### config.mk
export PLATFORM = sky130hd
export DESIGN_NAME = imem_loader
export DESIGN_NICKNAME = d
export VERILOG_FILES = /design/src/rtl/risc_pkg.sv /design/src/rtl/word_assembler.sv /design/src/rtl/imem_loader.sv
export SDC_FILE = /design/constraint.sdc
export NUM_CORES = 1
export LEC_CHECK = 0
export CORE_ASPECT_RATIO = 0.5
export CORE_UTILIZATION = 40
export DETAILED_ROUTE_END_ITERATION = 12
export SYNTH_ARGS = -nofsm -noshare
export SYNTH_HDL_FRONTEND = slang
export SYNTH_SLANG_ARGS = --single-unit
### constraint.sdc
create_clock -name clk -period 2.9 [get_ports clk]
set_input_delay 0.435 -clock clk [delete_from_list [all_inputs] [get_ports clk]]
set_output_delay 0.435 -clock clk [all_outputs]
set_load 0.01 [all_outputs]
### src/rtl/risc_pkg.sv
// Shared definitions for the single_cycle_risc codebase: datapath widths,
// the program-loader frame sync byte and the loader state encoding.
package risc_pkg;

    localparam int DWIDTH = 32;
    localparam int AWIDTH = 32;

    localparam logic [7:0] LOADER_SYNC = 8'hA5;

    typedef enum logic [2:0] {
        SYNC  = 3'd0,
        LEN0  = 3'd1,
        LEN1  = 3'd2,
        DATA  = 3'd3,
        CSUM  = 3'd4,
        DONE  = 3'd5,
        ERROR = 3'd6
    } loader_state_t;

endpackage

### src/rtl/word_assembler.sv
// Collects four stream bytes into one little-endian 32-bit word.
// The first byte of a word lands in bits [7:0]. On the byte that completes
// a word, word_valid pulses for that cycle and word presents the full value
// combinationally, so the caller can register it on the same edge.
module word_assembler (
    input  logic        clk,
    input  logic        reset,
    input  logic        byte_valid,
    input  logic [7:0]  byte_data,
    output logic        word_valid,
    output logic [31:0] word
);

    logic [1:0]  byte_cnt;
    logic [23:0] partial;

    assign word_valid = byte_valid && (byte_cnt == 2'd3);
    assign word       = {byte_data, partial};

    // Shift each accepted byte in from the top so the oldest ends up lowest.
    always_ff @(posedge clk) begin
        if (reset) begin
            byte_cnt <= 2'd0;
            partial  <= '0;
        end else if (byte_valid) begin
            // NOTE: state registers use non-blocking assignment so every
            // flop samples pre-edge values regardless of statement order.
            byte_cnt <= byte_cnt + 2'd1;
            partial  <= {byte_data, partial[23:8]};
        end
    end

endmodule

### src/rtl/imem_loader.sv
// Program loader: fills the instruction memory from a byte stream framed as
//   A5, LEN0, LEN1, N x 4 bytes (little-endian) [, XOR checksum byte]
// and holds the core in reset until the whole image has been written.
// Optional feature: define IMEM_LOADER_CHECKSUM_EN to require a trailing
// XOR-of-data-bytes checksum before the core is released.
module imem_loader
    import risc_pkg::*;
#(
    parameter int                 DWIDTH    = risc_pkg::DWIDTH,
    parameter int                 AWIDTH    = risc_pkg::AWIDTH,
    parameter int                 DEPTH     = 256,
    parameter logic [AWIDTH-1:0]  BASE_ADDR = '0
) (
    input  logic              clk,
    input  logic              reset,
    input  logic [7:0]        in_data,
    input  logic              in_valid,
    output logic              in_ready,
    output logic              imem_we,
    output logic [AWIDTH-1:0] imem_addr,
    output logic [DWIDTH-1:0] imem_wdata,
    output logic              core_reset,
    output logic              load_done,
    output logic              load_error
);

    localparam logic [16:0] MAX_WORDS = 17'(DEPTH);

    loader_state_t     state;
    logic              ready_q;
    logic [7:0]        len_lo;
    logic [15:0]       word_count;
    logic [15:0]       word_idx;
    logic [AWIDTH-1:0] wr_ptr;
    logic [15:0]       len_in;
    logic              accept;
    logic              asm_valid;
    logic [31:0]       asm_word;
`ifdef IMEM_LOADER_CHECKSUM_EN
    logic [7:0]        csum;
`endif

    // NOTE: the registered ready flag is also gated by reset so the port
    // drops immediately while reset is high and rises as soon as it falls.
    assign in_ready = ready_q && !reset;
    assign accept   = in_valid && in_ready;
    assign len_in   = {in_data, len_lo};

    word_assembler u_word_assembler (
        .clk        (clk),
        .reset      (reset),
        .byte_valid (accept && (state == DATA)),
        .byte_data  (in_data),
        .word_valid (asm_valid),
        .word       (asm_word)
    );

    // Frame FSM with registered write port and status outputs.
    always_ff @(posedge clk) begin
        if (reset) begin
            state      <= SYNC;
            ready_q    <= 1'b1;
            imem_we    <= 1'b0;
            imem_addr  <= '0;
            imem_wdata <= '0;
            core_reset <= 1'b1;
            load_done  <= 1'b0;
            load_error <= 1'b0;
            len_lo     <= '0;
            word_count <= '0;
            word_idx   <= '0;
            wr_ptr     <= BASE_ADDR;
`ifdef IMEM_LOADER_CHECKSUM_EN
            csum       <= '0;
`endif
        end else begin
            imem_we <= 1'b0;
            case (state)
                SYNC: begin
                    if (accept && (in_data == LOADER_SYNC)) begin
                        state <= LEN0;
                    end
                end
                LEN0: begin
                    if (accept) begin
                        len_lo <= in_data;
                        state  <= LEN1;
                    end
                end
                LEN1: begin
                    if (accept) begin
                        word_count <= len_in;
                        if (len_in == 16'd0) begin
`ifdef IMEM_LOADER_CHECKSUM_EN
                            state <= CSUM;
`else
                            state      <= DONE;
                            ready_q    <= 1'b0;
                            load_done  <= 1'b1;
                            core_reset <= 1'b0;
`endif
                        end else if ({1'b0, len_in} > MAX_WORDS) begin
                            state      <= ERROR;
                            ready_q    <= 1'b0;
                            load_error <= 1'b1;
                        end else begin
                            state <= DATA;
                        end
                    end
                end
                DATA: begin
`ifdef IMEM_LOADER_CHECKSUM_EN
                    if (accept) begin
                        csum <= csum ^ in_data;
                    end
`endif
                    if (asm_valid) begin
                        imem_we    <= 1'b1;
                        imem_addr  <= wr_ptr;
                        imem_wdata <= DWIDTH'(asm_word);
                        wr_ptr     <= wr_ptr + AWIDTH'(4);
                        word_idx   <= word_idx + 16'd1;
                        if (word_idx == word_count - 16'd1) begin
`ifdef IMEM_LOADER_CHECKSUM_EN
                            state <= CSUM;
`else
                            state      <= DONE;
                            ready_q    <= 1'b0;
                            load_done  <= 1'b1;
                            core_reset <= 1'b0;
`endif
                        end
                    end
                end
`ifdef IMEM_LOADER_CHECKSUM_EN
                CSUM: begin
                    if (accept) begin
                        ready_q <= 1'b0;
                        if (in_data == csum) begin
                            state      <= DONE;
                            load_done  <= 1'b1;
                            core_reset <= 1'b0;
                        end else begin
                            state      <= ERROR;
                            load_error <= 1'b1;
                        end
                    end
                end
`endif
                default: begin
                    // DONE and ERROR are terminal; only reset leaves them.
                end
            endcase
        end
    end

endmodule
==> parameters.txt, run 1 <==
Parameter                              Value

Worst setup path
  CP Data Arrival Time    2.98 ns
  Endpoint class of the critical path    flip-flop
  Worst stage delay on the critical path    approximately 0.65 ns
  Cell with the biggest individual delay on the critical path    sky130_fd_sc_hd__or4b_2
  Critical path buffers and inverters    1
  Path type of the worst setup path    flip-flop to flip-flop
  Worst path top cell family by delay    simple AND/OR/NAND/NOR gates
  Critical path peak fanout    7
  Launching element type of the critical path    flip-flop
  Required time at the endpoint of the critical path    around 3.2 ns
  Critical path cell sequence    inv_1, ha_1, or4b_2, nor4_1, a211oi_1, a211oi_1, nand4_1, a31o_2
  Critical path's most frequent cell    sky130_fd_sc_hd__a211oi_1

Timing
  Transition time at the pin with the least slew margin    0.953 ns
  Highest clock rate    0.375 GHz
  Tcrit/Tclk final    0.920
  Final slew viol count    0
  Unrepaired setup endpoints after global routing    no
  Number of endpoints with negative hold slack in the final report    0
  Final setup violation count    0
  Setup TNS after final layout    0 ns
  Min setup slack post-route    approximately 0.23 ns
  Slew Limit Headroom    0.365
  Worst Clk Skew    ~0.0089 ns
  Time the final worst path needs with I/O delays and setup    between 2 and 3 ns

Route
  First-pass detailed-route iteration total    5
  Vias    5,834
  Via density per instance    between 5 and 6
  Per-cell routed wire length    about 14 µm
  DRC violations left    0
  Routed Wire Length    approximately 17,000 µm
  Starting DRC count in detailed routing    397
  ANT nets after route    0

Floorplan
  Die Wd    187 µm
  DIE AREA    approximately 0.018 mm²
  Die boundary height    94.7 µm
  Effective utilization at floorplan    0.414
  Site row count    33
  Placeable core region    0.0166 mm²
  I/O pin total    80

Clocking
  Max Buffers Root-to-Sink    2
  Worst-path clk slew    about 0.070 ns
  Clock sink total    166
  # Post-CTS Setup Buffers    0
  Clock tree from TritonCTS    done
  Hold buffer count at CTS    0
  Total number of H-tree levels    4
  Number of CTS-inserted buffers    17
  Library cell used as clock root buffer    sky130_fd_sc_hd__clkbuf_16
  Clock latency at the later pin of the worst-skew pair    0.42 ns
  Number of gates resized after cts    0

Synth
  Count of cell types in the netlist    48
  Post-synthesis area per instance    roughly 8 µm²
  Cell count after synthesis    approximately 850
  Count of warnings emitted by yosys    0
  Synthesized area    0.00687 mm²
  Register bit count reported by yosys    between 150 and 200
  Sequential area share after synthesis    0.483

Outcome
  Outcome    finished clean

Placed design
  Setup Slack @ Placement    around 0.22 ns
  Port-buffer cells    77
  Total half-perimeter wirelength after legalization and detailed placement    about 11,000 µm
  Cells after DPL    1,116
  Final estimated routing congestion in global placement    roughly 0.83

GRT
  Overflow left after global routing    0
  Maximum number of pins on one net before global-route repair    95
  Initial antenna violation count    0
  Wire length of the first global-routing pass    27,200 µm
  Number of global-route vias before repair    5,379
  Total global routing track utilization    0.193

Layout
  Final cell count without fillers    approximately 1.1k
  Diode count    0
  Area overhead of the layout relative to synthesis    23.5%
  Nets@finish    923
  Fraction of final layout cells sized beyond drive strength 1    0.0674

Power and ir drop
  Power per standard cell area    roughly 550 mW/mm²
  Maximum resistive drop on vdd    0.397 mV
  Leakage power figure    ~3.1 nW

Flow run
  Max-Cap Viols    0

Worst hold path
  Path category of the worst min-delay check    flip-flop to flip-flop
[through the flow]
stage | util | cell area, µm² | power [mW] | hold WS, ns
global placement | 0.475 | 7890 | 2.41 | 0.439
global route | 0.512 | 8490 | 4.83 | 0.472
finish | 0.512 | 8490 | 4.68 | 0.450
floorplan | - | 6880 | 2.38 | 0.432
CTS | 0.512 | 8490 | 4.72 | 0.452
detailed placement | 0.475 | 7890 | 2.41 | 0.442
[worst reg2reg max path, stage by stage, from the launching register on]
cell	delay, ns
sky130_fd_sc_hd__dfxtp_1	0.37
sky130_fd_sc_hd__inv_1	0.08
sky130_fd_sc_hd__ha_1	0.15
sky130_fd_sc_hd__or4b_2	0.65
sky130_fd_sc_hd__nor4_1	0.28
sky130_fd_sc_hd__a211oi_1	0.07
sky130_fd_sc_hd__a211oi_1	0.47
sky130_fd_sc_hd__nand4_1	0.18
sky130_fd_sc_hd__a31o_2	0.29
[state kept, by name, summed over array words and instances (netlist names)]
signal	flops
word_count	16
len_lo	8
imem_we	1
imem_wdata	32
imem_addr	30
load_error	1
state	3
load_done	1
ready_q	1
core_reset	1
wr_ptr	30
u_word_assembler.byte_cnt	2
word_idx	16
u_word_assembler.partial	24
[layer usage]
metal	up-vias	global-route usage	share of wire
li1	2945	-	-
met1	2772	0.263	0.50
met2	103	0.306	0.45
met3	14	0.0442	0.037
met4	0	0.0528	0.0084
met5	-	0	0
[synthesized netlist by cell type, drive strengths merged]
library cell | instances | area share
a211oi | 2 | 0.0022
a21o | 1 | 0.0011
a21oi | 96 | 0.070
a311oi | 1 | 0.0013
a31o | 3 | 0.0038
a31oi | 4 | 0.0036
and2 | 3 | 0.0027
and3 | 9 | 0.0082
and3b | 3 | 0.0038
and4 | 5 | 0.0064
and4b | 1 | 0.0015
buf | 7 | 0.0062
clkbuf | 46 | 0.025
conb | 1 | 0.00055
dfxtp | 166 | 0.48
ha | 4 | 0.0073
inv | 8 | 0.0044
mux2i | 9 | 0.013
nand2 | 228 | 0.12
nand2b | 1 | 0.00091
nand3 | 29 | 0.021
nand3b | 23 | 0.025
nand4 | 16 | 0.015
nand4b | 2 | 0.0025
nand4bb | 2 | 0.0033
nor2 | 62 | 0.034
nor2b | 8 | 0.0073
nor3 | 13 | 0.0095
nor3b | 1 | 0.0018
nor4 | 9 | 0.011
o21ai | 7 | 0.0051
o21bai | 1 | 0.0011
o221a | 1 | 0.0016
o22ai | 1 | 0.00091
o31ai | 1 | 0.0011
or3 | 6 | 0.0055
or3b | 1 | 0.0013
or4 | 4 | 0.0049
or4b | 1 | 0.0015
xnor2 | 22 | 0.028
xor2 | 38 | 0.048
[worst paths after layout]
check	from	end	slack (ns)	depth (start not counted)
min reg2reg	imem_wdata[29]	imem_wdata[29]	0.45	2
max	word_count[0]	core_reset	0.23	8
min	imem_wdata[29]	imem_wdata[29]	0.45	2
max reg2reg	word_count[0]	core_reset	0.23	8
[cell families (layout without fill, tap and decap cells)]
group,count (synthesis),count (layout),synth area share
flip-flops,166,166,0.483
AND/OR/NAND/NOR,427,427,0.291
XOR/XNOR,60,60,0.0764
buffers and inverters,61,134,0.0360
multiplexers,9,9,0.0131
adder cells (fa/ha/maj),4,4,0.00728
other,1,2,0.000546
AO/OA/AOI/OAI,118,118,0.0917
[cell type report]
type / count / area, µm²
clock buffer: 18 / 439
fill: 1578 / 8110
timing repair buffer: 95 / 941
tap: 227 / 284
inverter: 8 / 30.0
sequential: 166 / 3320
clock inverter: 13 / 161
multi-input combinational: 620 / 3310
[power by group]
| part | switching (mW) | internal, mW | leakage (nW) |
|---|---|---|---|
| logic | 0.0550 | 0.0265 | 1.43 |
| clock network | 1.00 | 1.32 | 0.289 |
| registers | 0.0000853 | 2.28 | 1.34 |
[layout by cell type (no fill, tap or decap), drive strengths merged, types with 3 or more instances in the layout]
cell type / count
o21ai: 7
a21oi: 96
and3b: 3
mux2i: 9
or3: 6
nand2: 228
buf: 19
nor4: 9
nand3b: 23
ha: 4
inv: 14
clkinv: 3
and2: 3
xnor2: 22
xor2: 38
and3: 9
a31oi: 4
nor2b: 8
clkdlybuf4s50: 76
nand4: 16
or4: 4
nor2: 62
nor3: 13
and4: 5
a31o: 3
nand3: 29
clkbuf: 18
dfxtp: 166
(Power assumes the default switching activity.)
==> run 2, diff against run 1 <==
Clock period 2.9 ns to 3.33 ns, I/O delays scaled along.
==> run 2 against run 1 <==
  * Maximum frequency down 3.3%
  * Sequential power down 13%
  * Critical path depth unchanged
  * Power down 12%
  * Non-clock buffer count down 7
  * Die area unchanged
  * Cell area down 0.94%
  * Flip-flop and latch count unchanged
  * Core utilization down 0.48 points
  * Via count down 0.87%
  * First-iteration DRC count down 13%
  * Global-route usage up 0.23 points
  * Largest power group unchanged
==> parameters.txt, run 2 (synthesis results as in run 1) <==
Parameter                              Value

Layout
  Regs by FF count    imem_wdata: 32 flops, imem_addr: 30 flops, wr_ptr: 30 flops
  Diode count    0
  Commonest cells after routing, fill and taps aside    sky130_fd_sc_hd__nand2_1, sky130_fd_sc_hd__dfxtp_1, sky130_fd_sc_hd__a21oi_1, sky130_fd_sc_hd__clkdlybuf4s50_1, sky130_fd_sc_hd__nor2_1
  Final cell count without fillers    roughly 1.1k
  Commonest non-fill, non-tap cell in the layout    sky130_fd_sc_hd__nand2_1
  Register name with the most flops    imem_wdata
  Area overhead of the layout relative to synthesis    22.4%
  Nets@finish    about 900
  Flip-flop count of the largest register, all copies and words added    32
  Fraction of final layout cells sized beyond drive strength 1    0.0602
  Filler Cell Count    between 1.5k and 2k

Timing
  Final setup violation count    0
  Setup TNS after final layout    0 ns
  Highest clock rate    0.362 GHz
  Tcrit/Tclk final    0.829
  Worst Clk Skew    roughly 0.012 ns
  Final slew viol count    0
  Transition time at the pin with the least slew margin    about 0.90 ns
  Slew Limit Headroom    0.398
  Time the final worst path needs with I/O delays and setup    2.76 ns
  Unrepaired setup endpoints after global routing    no
  Number of endpoints with negative hold slack in the final report    0

Route
  DRC violations left    0
  First-pass detailed-route iteration total    5
  Per-cell routed wire length    ~15 µm
  Vias    about 5.8k
  Starting DRC count in detailed routing    346
  Via density per instance    slightly above 5
  ANT nets after route    0
  Routed Wire Length    roughly 17,000 µm

Power and ir drop
  Maximum resistive drop on vdd    between 0.3 and 0.4 mV
  Leakage power figure    approximately 3 nW
  Power per standard cell area    just under 500 mW/mm²

Clocking
  Worst-path clk slew    0.07 ns
  Clock latency at the later pin of the worst-skew pair    roughly 0.42 ns
  Max Buffers Root-to-Sink    2
  Clock sink total    ~170
  Clock tree from TritonCTS    done
  Hold buffer count at CTS    0
  Total number of H-tree levels    4
  Number of CTS-inserted buffers    17
  Number of gates resized after cts    0
  Library cell used as clock root buffer    sky130_fd_sc_hd__clkbuf_16
  # Post-CTS Setup Buffers    0

Placed design
  Total half-perimeter wirelength after legalization and detailed placement    between 10,000 and 15,000 µm
  Cells after DPL    approximately 1.1k
  Port-buffer cells    between 70 and 80
  Final estimated routing congestion in global placement    0.837

Worst setup path
  Critical path cell sequence    inv_1, ha_1, or4b_2, nor4_1, a211oi_1, a211oi_1, nand4_1, a31o_2
  Endpoint class of the critical path    flip-flop
  Required time at the endpoint of the critical path    3.65 ns
  Cell with the biggest individual delay on the critical path    sky130_fd_sc_hd__or4b_2
  CP Data Arrival Time    between 3 and 4 ns
  Path type of the worst setup path    flip-flop to flip-flop
  Critical path peak fanout    7
  Worst stage delay on the critical path    ~0.68 ns
  Launching element type of the critical path    flip-flop
  Critical path's most frequent cell    sky130_fd_sc_hd__a211oi_1

GRT
  Initial antenna violation count    0
  Overflow left after global routing    0
  Total global routing track utilization    0.195
  Number of global-route vias before repair    around 5.5k
  Maximum number of pins on one net before global-route repair    96
  Wire length of the first global-routing pass    between 20,000 and 30,000 µm

Outcome
  Outcome    finished clean

Floorplan
  Die Wd    187 µm
  I/O pin total    80
  Placeable core region    between 0.015 and 0.02 mm²
  DIE AREA    0.0177 mm²
  Die boundary height    approximately 95 µm
  Effective utilization at floorplan    0.414
  Site row count    33

Flow run
  Max-Cap Viols    0

Worst hold path
  Path category of the worst min-delay check    flip-flop to flip-flop
==> run 2: changes by cell type in the layout (fill, tap and decap cells not counted) <==
cell / delta
sky130_fd_sc_hd__buf_4: -4
sky130_fd_sc_hd__bufinv_16: +1
sky130_fd_sc_hd__inv_6: +3
sky130_fd_sc_hd__clkbuf_8: -1
sky130_fd_sc_hd__inv_8: -1
sky130_fd_sc_hd__clkinv_4: -3
sky130_fd_sc_hd__buf_12: -3
sky130_fd_sc_hd__clkinv_2: +1
==> run 2: layer usage <==
layer / track usage / part of all wire
met1: 0.268 / 0.52
met2: 0.307 / 0.44
met3: 0.0446 / 0.033
met4: 0.0549 / 0.0088
met5: 0 / 0
==> run 2: where the power goes <==
| part | internal, mW | leakage [nW] | switching (mW) |
|---|---|---|---|
| combinational | 0.0208 | 1.39 | 0.0460 |
| clock | 1.20 | 0.295 | 0.871 |
| sequential | 1.98 | 1.34 | 0.0000787 |
==> run 2: path summary, 6_finish.rpt <==
check	to	from	slack, ns	depth (start not counted)
max	ready_q	word_count[0]	0.57	8
min	imem_addr[13]	imem_addr[13]	0.45	2
max reg2reg	ready_q	word_count[0]	0.57	8
min reg2reg	imem_addr[13]	imem_addr[13]	0.45	2
==> run 2: critical path: cells and delay by family (launching register included) <==
kind | cells | cell delay, ns
AND/OR/NAND/NOR | 3 | 1.14
AO/OA/AOI/OAI | 3 | 0.79
flip-flops | 1 | 0.38
adder cells (fa/ha/maj) | 1 | 0.25
buffers and inverters | 1 | 0.09
==> run 2: stage by stage <==
| step | cell area [µm²] | hold WS, ns | utilization | total power [mW] | setup slack (ns) |
|---|---|---|---|---|---|
| final | 8410 | 0.453 | 0.507 | 4.12 | 0.571 |
| after global routing | 8410 | 0.472 | 0.507 | 4.25 | 0.251 |
| after CTS | 8410 | 0.456 | 0.507 | 4.16 | 0.573 |
| after detailed placement | 7800 | 0.445 | 0.470 | 2.10 | 0.525 |
| after global placement | 7800 | 0.439 | 0.470 | 2.10 | 0.583 |
| after floorplan | 6880 | 0.432 | - | 2.07 | 0.804 |
==> run 2: final cells by class <==
cell class,count,area [µm²],share of cell area
clock buffers,17,425,0.0506
clock inverters,14,185,0.0220
inverters,8,30.0,0.00357
multi-input cells,620,3310,0.394
flip-flops and latches,166,3320,0.395
well taps,227,284,0.0338
repair buffers,88,851,0.101
